==> config.mk <==
export PLATFORM = sky130hd
export DESIGN_NAME = tlb_refill_walker
export DESIGN_NICKNAME = d
export VERILOG_FILES = /design/src/rtl/tlb_refill_walker.sv
export SDC_FILE = /design/constraint.sdc
export NUM_CORES = 1
export LEC_CHECK = 0
export ABC_AREA = 0
export CAP_MARGIN = 20
export CORE_ASPECT_RATIO = 1.75
export CORE_MARGIN = 3
export CORE_UTILIZATION = 30
export CTS_CLUSTER_SIZE = 12
export DETAILED_ROUTE_END_ITERATION = 8
export PLACE_DENSITY = 0.6
export SLEW_MARGIN = 10
export SYNTH_ARGS = -nofsm -noshare
export SYNTH_HDL_FRONTEND = slang
export SYNTH_SLANG_ARGS = --single-unit
export TNS_END_PERCENT = 1
==> constraint.sdc <==
create_clock -name clk -period 5 [get_ports clk]
set_input_delay 1 -clock clk [delete_from_list [all_inputs] [get_ports clk]]
set_output_delay 1 -clock clk [all_outputs]
set_load 0.05 [all_outputs]
==> src/rtl/tlb_refill_walker.sv <==
`timescale 1ns/1ps
// tlb_refill_walker
// Refills one TLB entry after a miss. It reads the even/odd PTE pair for the
// faulting VPN2 from a linear page table, then writes the entry through the
// TLB write port. If neither PTE is valid, it pulses fault instead.
//
// Ports
//   clk, res                  clock and synchronous active-high reset
//   missValid/missVAddr/      refill request; accepted only while idle
//   missAsid/ptBase
//   wired                     lowest replaceable index (low bits only)
//   busy                      high whenever a walk is in progress
//   memReq/memAddr            level read request and word address
//   memReady/memRData         read completion and PTE data
//   tlbWe/tlbIndex/entry*/    TLB write port
//   pageMaskOut
//   done/fault                one-cycle completion / page-fault pulses
module tlb_refill_walker #(
  parameter int ENTRY_ADDR_WIDTH = 3
) (
  input  logic        clk,
  input  logic        res,
  input  logic        missValid,
  input  logic [31:0] missVAddr,
  input  logic [7:0]  missAsid,
  input  logic [31:0] ptBase,
  input  logic [31:0] wired,
  output logic        busy,
  output logic        memReq,
  output logic [31:0] memAddr,
  input  logic        memReady,
  input  logic [31:0] memRData,
  output logic        tlbWe,
  output logic [31:0] tlbIndex,
  output logic [31:0] entryHiOut,
  output logic [31:0] entryLo0Out,
  output logic [31:0] entryLo1Out,
  output logic [31:0] pageMaskOut,
  output logic        done,
  output logic        fault
);

  localparam logic [ENTRY_ADDR_WIDTH-1:0] RAND_TOP = '1;
  localparam logic [ENTRY_ADDR_WIDTH-1:0] RAND_ONE = {{(ENTRY_ADDR_WIDTH-1){1'b0}}, 1'b1};

  typedef enum logic [2:0] {IDLE, RD_EVEN, RD_ODD, WRITE, FAULT} state_t;

  state_t                      state_q, state_d;
  logic [18:0]                 vpn2_q, vpn2_d;
  logic [7:0]                  asid_q, asid_d;
  logic [31:0]                 base_q, base_d;
  logic [31:0]                 hi_q, hi_d;
  logic [31:0]                 lo0_q, lo0_d;
  logic [31:0]                 lo1_q, lo1_d;
  logic [ENTRY_ADDR_WIDTH-1:0] rand_q, rand_d;
  logic [ENTRY_ADDR_WIDTH-1:0] wired_lo;
  logic [31:0]                 even_addr;
  logic [31:0]                 odd_addr;
  logic                        unused_bits;

  // The page offset and the upper wired bits have no effect on the walk.
  assign unused_bits = ^{missVAddr[12:0], wired[31:ENTRY_ADDR_WIDTH]};
  assign wired_lo    = wired[ENTRY_ADDR_WIDTH-1:0];

  // Each VPN2 owns an 8-byte PTE pair. Both additions wrap modulo 2^32.
  assign even_addr = base_q + {10'b0, vpn2_q, 3'b000};
  assign odd_addr  = even_addr + 32'd4;

  assign busy        = (state_q != IDLE);
  assign tlbIndex    = {{(32-ENTRY_ADDR_WIDTH){1'b0}}, rand_q};
  assign entryHiOut  = hi_q;
  assign entryLo0Out = lo0_q;
  assign entryLo1Out = lo1_q;
  assign pageMaskOut = 32'h0;

  // Replacement counter. It free-runs every cycle and wraps back to the top
  // once it reaches the wired boundary.
  always_comb begin
    rand_d = (rand_q <= wired_lo) ? RAND_TOP : rand_q - RAND_ONE;
  end

  always_comb begin
    state_d = state_q;
    vpn2_d  = vpn2_q;
    asid_d  = asid_q;
    base_d  = base_q;
    hi_d    = hi_q;
    lo0_d   = lo0_q;
    lo1_d   = lo1_q;
    memReq  = 1'b0;
    memAddr = 32'h0;
    tlbWe   = 1'b0;
    done    = 1'b0;
    fault   = 1'b0;
    case (state_q)
      IDLE: begin
        if (missValid) begin
          vpn2_d  = missVAddr[31:13];
          asid_d  = missAsid;
          base_d  = ptBase;
          state_d = RD_EVEN;
        end
      end
      RD_EVEN: begin
        memReq  = 1'b1;
        memAddr = even_addr;
        if (memReady) begin
          lo0_d   = memRData;
          state_d = RD_ODD;
        end
      end
      RD_ODD: begin
        memReq  = 1'b1;
        memAddr = odd_addr;
        if (memReady) begin
          lo1_d = memRData;
          // V is bit 1 of each PTE. A fault leaves entryHi untouched.
          if (!lo0_q[1] && !memRData[1]) begin
            state_d = FAULT;
          end else begin
            hi_d    = {vpn2_q, 5'b0, asid_q};
            state_d = WRITE;
          end
        end
      end
      WRITE: begin
        tlbWe   = 1'b1;
        done    = 1'b1;
        state_d = IDLE;
      end
      FAULT: begin
        fault   = 1'b1;
        state_d = IDLE;
      end
      default: state_d = IDLE;
    endcase
  end

  always_ff @(posedge clk) begin
    if (res) begin
      state_q <= IDLE;
      vpn2_q  <= '0;
      asid_q  <= '0;
      base_q  <= '0;
      hi_q    <= '0;
      lo0_q   <= '0;
      lo1_q   <= '0;
      rand_q  <= RAND_TOP;
    end else begin
      state_q <= state_d;
      vpn2_q  <= vpn2_d;
      asid_q  <= asid_d;
      base_q  <= base_d;
      hi_q    <= hi_d;
      lo0_q   <= lo0_d;
      lo1_q   <= lo1_d;
      rand_q  <= rand_d;
    end
  end

endmodule

==> impl_metrics.ini, run 1 <==
[status]
status = complete, but fails checks
violations = negative setup slack

[flow_run]
drv_cap = 0

[synth]
seq_area_frac_synth = 0.377
avgSynthCellArea_um2 = 7.39
synthTopCellsByArea = dfxtp_1 (38%), nand2_1 (16%), a21oi_1 (11%), buf_4 (6.1%), ha_1 (3.6%)
synth.cell_area_mm2 = 0.00828
synth_top_area_frac = 0.377
yosys.cell_types.count = 66
postSynthCellCount = 1120
yosys_register_bits = 156
ys_warn_count = 0
synthArstFlopShare = 0
synth-main-ff-cell = dfxtp_1
synth-edff-count = 0
synth_largest_area_cell = dfxtp_1

[timing]
tightestPinTransition_ns = 0.925
fin_crit_sh = 1.01
rsz0062_at_grt = true
fin_worst_skew_ns = 0.00921
fin_crit_ns = 5.07
max_freq_ghz = 0.197
tns_ns = -0.273
drv_slew = 0
finalHoldWorstSlack_ns = 0.409
setup_viol = 7
hold_viol = 0
worst_slack_ns = -0.0726
maxSlewHeadroom = 0.384

[placed_design]
hpwl_um = 21100
place_inst = 1695
placed_area_mm2 = 0.0109
pre_cts_slack_ns = 0.0816
place.gp.congestion = 0.891
io_buffers = 228

[clocking]
cts_buffer_depth = 2
cts-root-buf = clkbuf_16
clock_sinks = 156
cts.hold.buffers_added = 0
clkSlewWorstSetupHoldPaths_ns = 0.07
cts_tree = done
clock_latency_ns = 0.45
cts_buffers = 17
h-tree-depth = 4

[worst_setup_path]
start_kind = flip-flop
required_ns = 4.00
path_class = reg -> out
end_kind = output pin
critical_path_peak_fanout = 6
arrival_ns = 4.07

[min_path]
worstHoldPathType = reg -> reg

[die]
start_util = 0.308
dieWidth_um = 132
dieArea_mm2 = 0.0297
boundaryPins = 337
core_mm2 = 0.0269
die_y_um = 226
placementRows = 79

[pwr]
p_per_area_mw_per_mm2 = 317
p_leak_nw = 4.37
finalPower_mw = 3.76
ir_worst_vdd_v = 0.000261

[routing]
num_vias = 8310
drt_first_pass_iters = 4
drt_iter0_markers = 420
wl_um = 28200
route.detailed.drc = 0
viasPerCell = 4.79
antenna_left = 0
wl_per_cell_um = 16.2

[final_layout]
synthToLayoutAreaGrowth_pct = 43.2
layout-drive-gt1-share = 0.116
fin_area_mm2 = 0.0119
nNetsFinal = 1519
final_cells = 1734
postLayoutCoreUtil = 0.441

[global_routing]
grt_max_degree = 68
overflow = 0
groute.usage.overall = 0.185
first_global_vias = 8128
grt_pass1_wl_um = 43400
antenna_found_initial = 3
[worst paths after layout]
| path | end | slack, ns | start | cells after the start |
|---|---|---|---|---|
| worst min register to register | rand_q[0] | 0.41 | rand_q[0] | 1 |
| worst min-delay path | rand_q[0] | 0.41 | rand_q[0] | 1 |
| worst max-delay path | memAddr[29] | -0.07 | base_q[3] | 14 |
| worst max register to register | entryHiOut[19] | 2.63 | state_q[1] | 7 |
[cells in the mapped netlist (3+ instances only)]
master     instances
nand2_1          352
a21oi_1          179
dfxtp_1          156
buf_4             67
clkbuf_1          54
o21ai_0           32
nor2_1            30
ha_1              24
inv_1             22
xnor2_1           21
xor2_1            17
nor3_1            16
nand4_1           12
and2_1            10
o22ai_1           10
nor4_1             8
nand3_1            7
o32ai_1            7
a21o_1             5
nor3b_1            5
a31oi_1            4
and3_1             4
buf_6              4
o2111ai_1          4
o211ai_1           4
o21ai_1            4
and4_1             3
nand2b_1           3
o21a_1             3
o31a_1             3
o31ai_1            3
or3_1              3
or4_1              3
[where the power goes]
part | switching, mW | total [mW] | internal [mW] | leakage [nW]
combinational | 0.677 | 1.01 | 0.333 | 2.79
clock | 0.580 | 1.39 | 0.812 | 0.310
sequential | 0.0507 | 1.36 | 1.31 | 1.27
[what timing repair did]
item | in CTS | in global routing
setup endpoints to repair | 10 | 13
pin swaps | 21 | 10
resized for setup | 38 | 15
hold endpoints to repair | 0 | 0
buffers inserted | 2 | 2
[per-layer routing]
layer	GRT usage	routed length, µm
met5	0	0
met4	0.0987	1100
met3	0.0493	1900
met2	0.361	15400
met1	0.175	9810
[flip-flops by register name, indices dropped and copies added (netlist names)]
signal,count
asid_q,8
base_q,32
entryHiOut,27
entryLo0Out,32
entryLo1Out,32
rand_q,3
state_q,3
vpn2_q,19
[worst max-delay path, stage by stage, from the launching register on]
cell and delay, ns:
dfxtp_2 0.35, ha_4 0.14, inv_2 0.04, fa_2 0.35, nand2b_4 0.16, a211oi_4 0.27
o211ai_1 0.25, a311oi_2 0.36, o22ai_2 0.12, xnor2_2 0.16, or4_4 0.60, buf_6 0.16
nor4_4 0.31, o32ai_4 0.14, buf_12 0.21
[layout make-up]
cell class / count / area, µm²
clock buffer: 18 / 439
inverter: 22 / 82.6
clock inverter: 14 / 184
fill: 2798 / 15000
antenna: 3 / 7.51
timing repair buffer: 281 / 2770
multi-input combinational: 876 / 4790
sequential: 156 / 3130
tap: 364 / 455
[cell families after synthesis]
logic type,synth area share
adder cells (fa/ha/maj),0.0387
multiplexers,0.00121
AO/OA/AOI/OAI,0.191
AND/OR/NAND/NOR,0.245
other,0.000453
buffers and inverters,0.106
flip-flops,0.377
XOR/XNOR,0.0402
[cells in the final DEF (no fill, tap or decap), types with 5 or more instances in the layout]
| master | n |
|---|---|
| inv_1 | 21 |
| nor2_1 | 29 |
| o21ai_0 | 29 |
| ha_1 | 21 |
| conb_1 | 66 |
| a21o_1 | 5 |
| nand2_1 | 351 |
| dfxtp_1 | 153 |
| nand3_1 | 6 |
| buf_4 | 59 |
| xor2_1 | 15 |
| clkbuf_16 | 17 |
| nand4_1 | 12 |
| nor3_1 | 13 |
| and2_1 | 9 |
| o22ai_1 | 9 |
| xnor2_1 | 17 |
| buf_12 | 10 |
| a21oi_1 | 176 |
| clkdlybuf4s50_1 | 208 |
Power figures use the tool's default switching activity.
==> run 2: changes to the inputs <==
--- a/config.mk
+++ b/config.mk
@@ -12,7 +12,8 @@
 export CORE_UTILIZATION = 30
 export CTS_CLUSTER_SIZE = 12
 export DETAILED_ROUTE_END_ITERATION = 8
-export PLACE_DENSITY = 0.6
+export DONT_BUFFER_PORTS = 1
+export PLACE_DENSITY = 0.45
 export SLEW_MARGIN = 10
 export SYNTH_ARGS = -nofsm -noshare
 export SYNTH_HDL_FRONTEND = slang
==> impl_metrics.ini, run 2 (same netlist as run 1, synthesis figures left out) <==
[placed_design]
io_buffers = 0
place.gp.congestion = 0.833
place_inst = 1492
placed_area_mm2 = 0.00890
pre_cts_slack_ns = 0.156
hpwl_um = 20200

[status]
status = finished clean

[final_layout]
multi_input_area_mm2 = 0.00473
layout_common_cells = nand2_1 (351), a21oi_1 (178), dfxtp_1 (154)
final_cells = 1526
nNetsFinal = 1314
synthToLayoutAreaGrowth_pct = 16.7
regArea_mm2 = 0.00313
fin_area_mm2 = 0.00966
layout-drive-gt1-share = 0.132
fillers = 2912
final_common_cell = nand2_1

[timing]
maxSlewHeadroom = 0.307
worst_slack_ns = 0.00201
setup_viol = 0
fin_crit_ns = 5.00
hold_viol = 0
fin_worst_skew_ns = 0.00632
max_freq_ghz = 0.200
fin_crit_sh = 1.00
drv_slew = 0
tightestPinTransition_ns = 1.03
rsz0062_at_grt = true
tns_ns = 0

[die]
die_y_um = 226
dieWidth_um = 132
boundaryPins = 337
core_mm2 = 0.0269
dieArea_mm2 = 0.0297
placementRows = 79
start_util = 0.308

[worst_setup_path]
required_ns = 4.00
start_kind = flip-flop
critical_path_peak_fanout = 9
end_kind = output pin
path_class = reg -> out
arrival_ns = 4.00

[routing]
antenna_left = 0
wl_um = 26800
drt_iter0_markers = 302
num_vias = 7474
wl_per_cell_um = 17.6
drt_first_pass_iters = 4
route.detailed.drc = 0
viasPerCell = 4.90

[global_routing]
antenna_found_initial = 1
groute.usage.overall = 0.176
overflow = 0
grt_pass1_wl_um = 40600
grt_max_degree = 154
first_global_vias = 7231

[clocking]
cts.hold.buffers_added = 0
clock_sinks = 156
clock_latency_ns = 0.44
cts_buffers = 17
h-tree-depth = 4
cts_buffer_depth = 2
cts_tree = done
cts-root-buf = clkbuf_16
clkSlewWorstSetupHoldPaths_ns = 0.06

[pwr]
p_leak_nw = 3.54
ir_worst_vdd_v = 0.000228
finalPower_mw = 3.56
p_per_area_mw_per_mm2 = 369

[flow_run]
drv_cap = 0

[min_path]
worstHoldPathType = reg -> reg
run 2: cell types whose count changed in the layout (fill, tap and decap cells not counted), sizes merged:
cell,delta
diode,-2
buf,+4
clkinvlp,+2
dlymetal6s2s,-1
inv,-5
clkdlybuf4s50,-208
clkinv,-2
clkbuf,+4
run 2: worst paths after layout:
kind	start	end	slack, ns	depth (start not counted)
max	vpn2_q[11]	memAddr[29]	0.002	11
min	asid_q[4]	entryHiOut[4]	0.45	2
max reg2reg	state_q[1]	entryHiOut[14]	2.77	8
min reg2reg	asid_q[4]	entryHiOut[4]	0.45	2
run 2: critical path, cell delays in order (launching register included):
cell and delay [ns]:
dfxtp_1 0.33, ha_1 0.42, a21oi_1 0.30, nand2_1 0.09, a221o_1 0.43, o21ai_0 0.20, and4b_1 0.27, nand4_4 0.11
or4_4 0.60, o31a_1 0.31, o32ai_2 0.29, buf_12 0.18
run 2: cell type report:
type / instances / share of cell area
multi-input cells: 876 / 0.490
flip-flops and latches: 156 / 0.323
repair buffers: 76 / 0.0676
clock buffers: 22 / 0.0491
well taps: 364 / 0.0471
clock inverters: 9 / 0.0141
inverters: 22 / 0.00855
diodes: 1 / 0.000259
run 2: report_power, final:
part           switching (mW)  leakage [nW]  internal [mW]
Clock                   0.532         0.293          0.824
Combinational           0.536          1.98          0.215
Sequential              0.144          1.27           1.31
run 2: through the flow:
step,hold slack [ns],util
2_1_floorplan,0.432,-
3_3_place_gp,0.431,0.331
3_5_place_dp,0.437,0.331
4_1_cts,0.446,0.358
5_1_grt,0.471,0.359
6_report,0.448,0.359
run 2: layer usage:
layer,global-route usage,share of wire
met3,0.0564,0.073
met1,0.169,0.35
met4,0.0841,0.033
met2,0.336,0.54
met5,0,0
run 2: repair_timing:
item	4_1_cts	5_1_grt
gates resized for setup	26	5
buffers inserted	2	0
endpoints found under the setup margin	8	9
pin swaps	14	1
==> run 3: changes to the inputs <==
--- a/config.mk
+++ b/config.mk
@@ -10,7 +10,6 @@
 export CORE_ASPECT_RATIO = 1.75
 export CORE_MARGIN = 3
 export CORE_UTILIZATION = 30
-export CTS_CLUSTER_SIZE = 12
 export DETAILED_ROUTE_END_ITERATION = 8
 export DONT_BUFFER_PORTS = 1
 export PLACE_DENSITY = 0.45
==> results of run 3 <==
The final DEF is identical to that of run 2; final timing and power are the same.
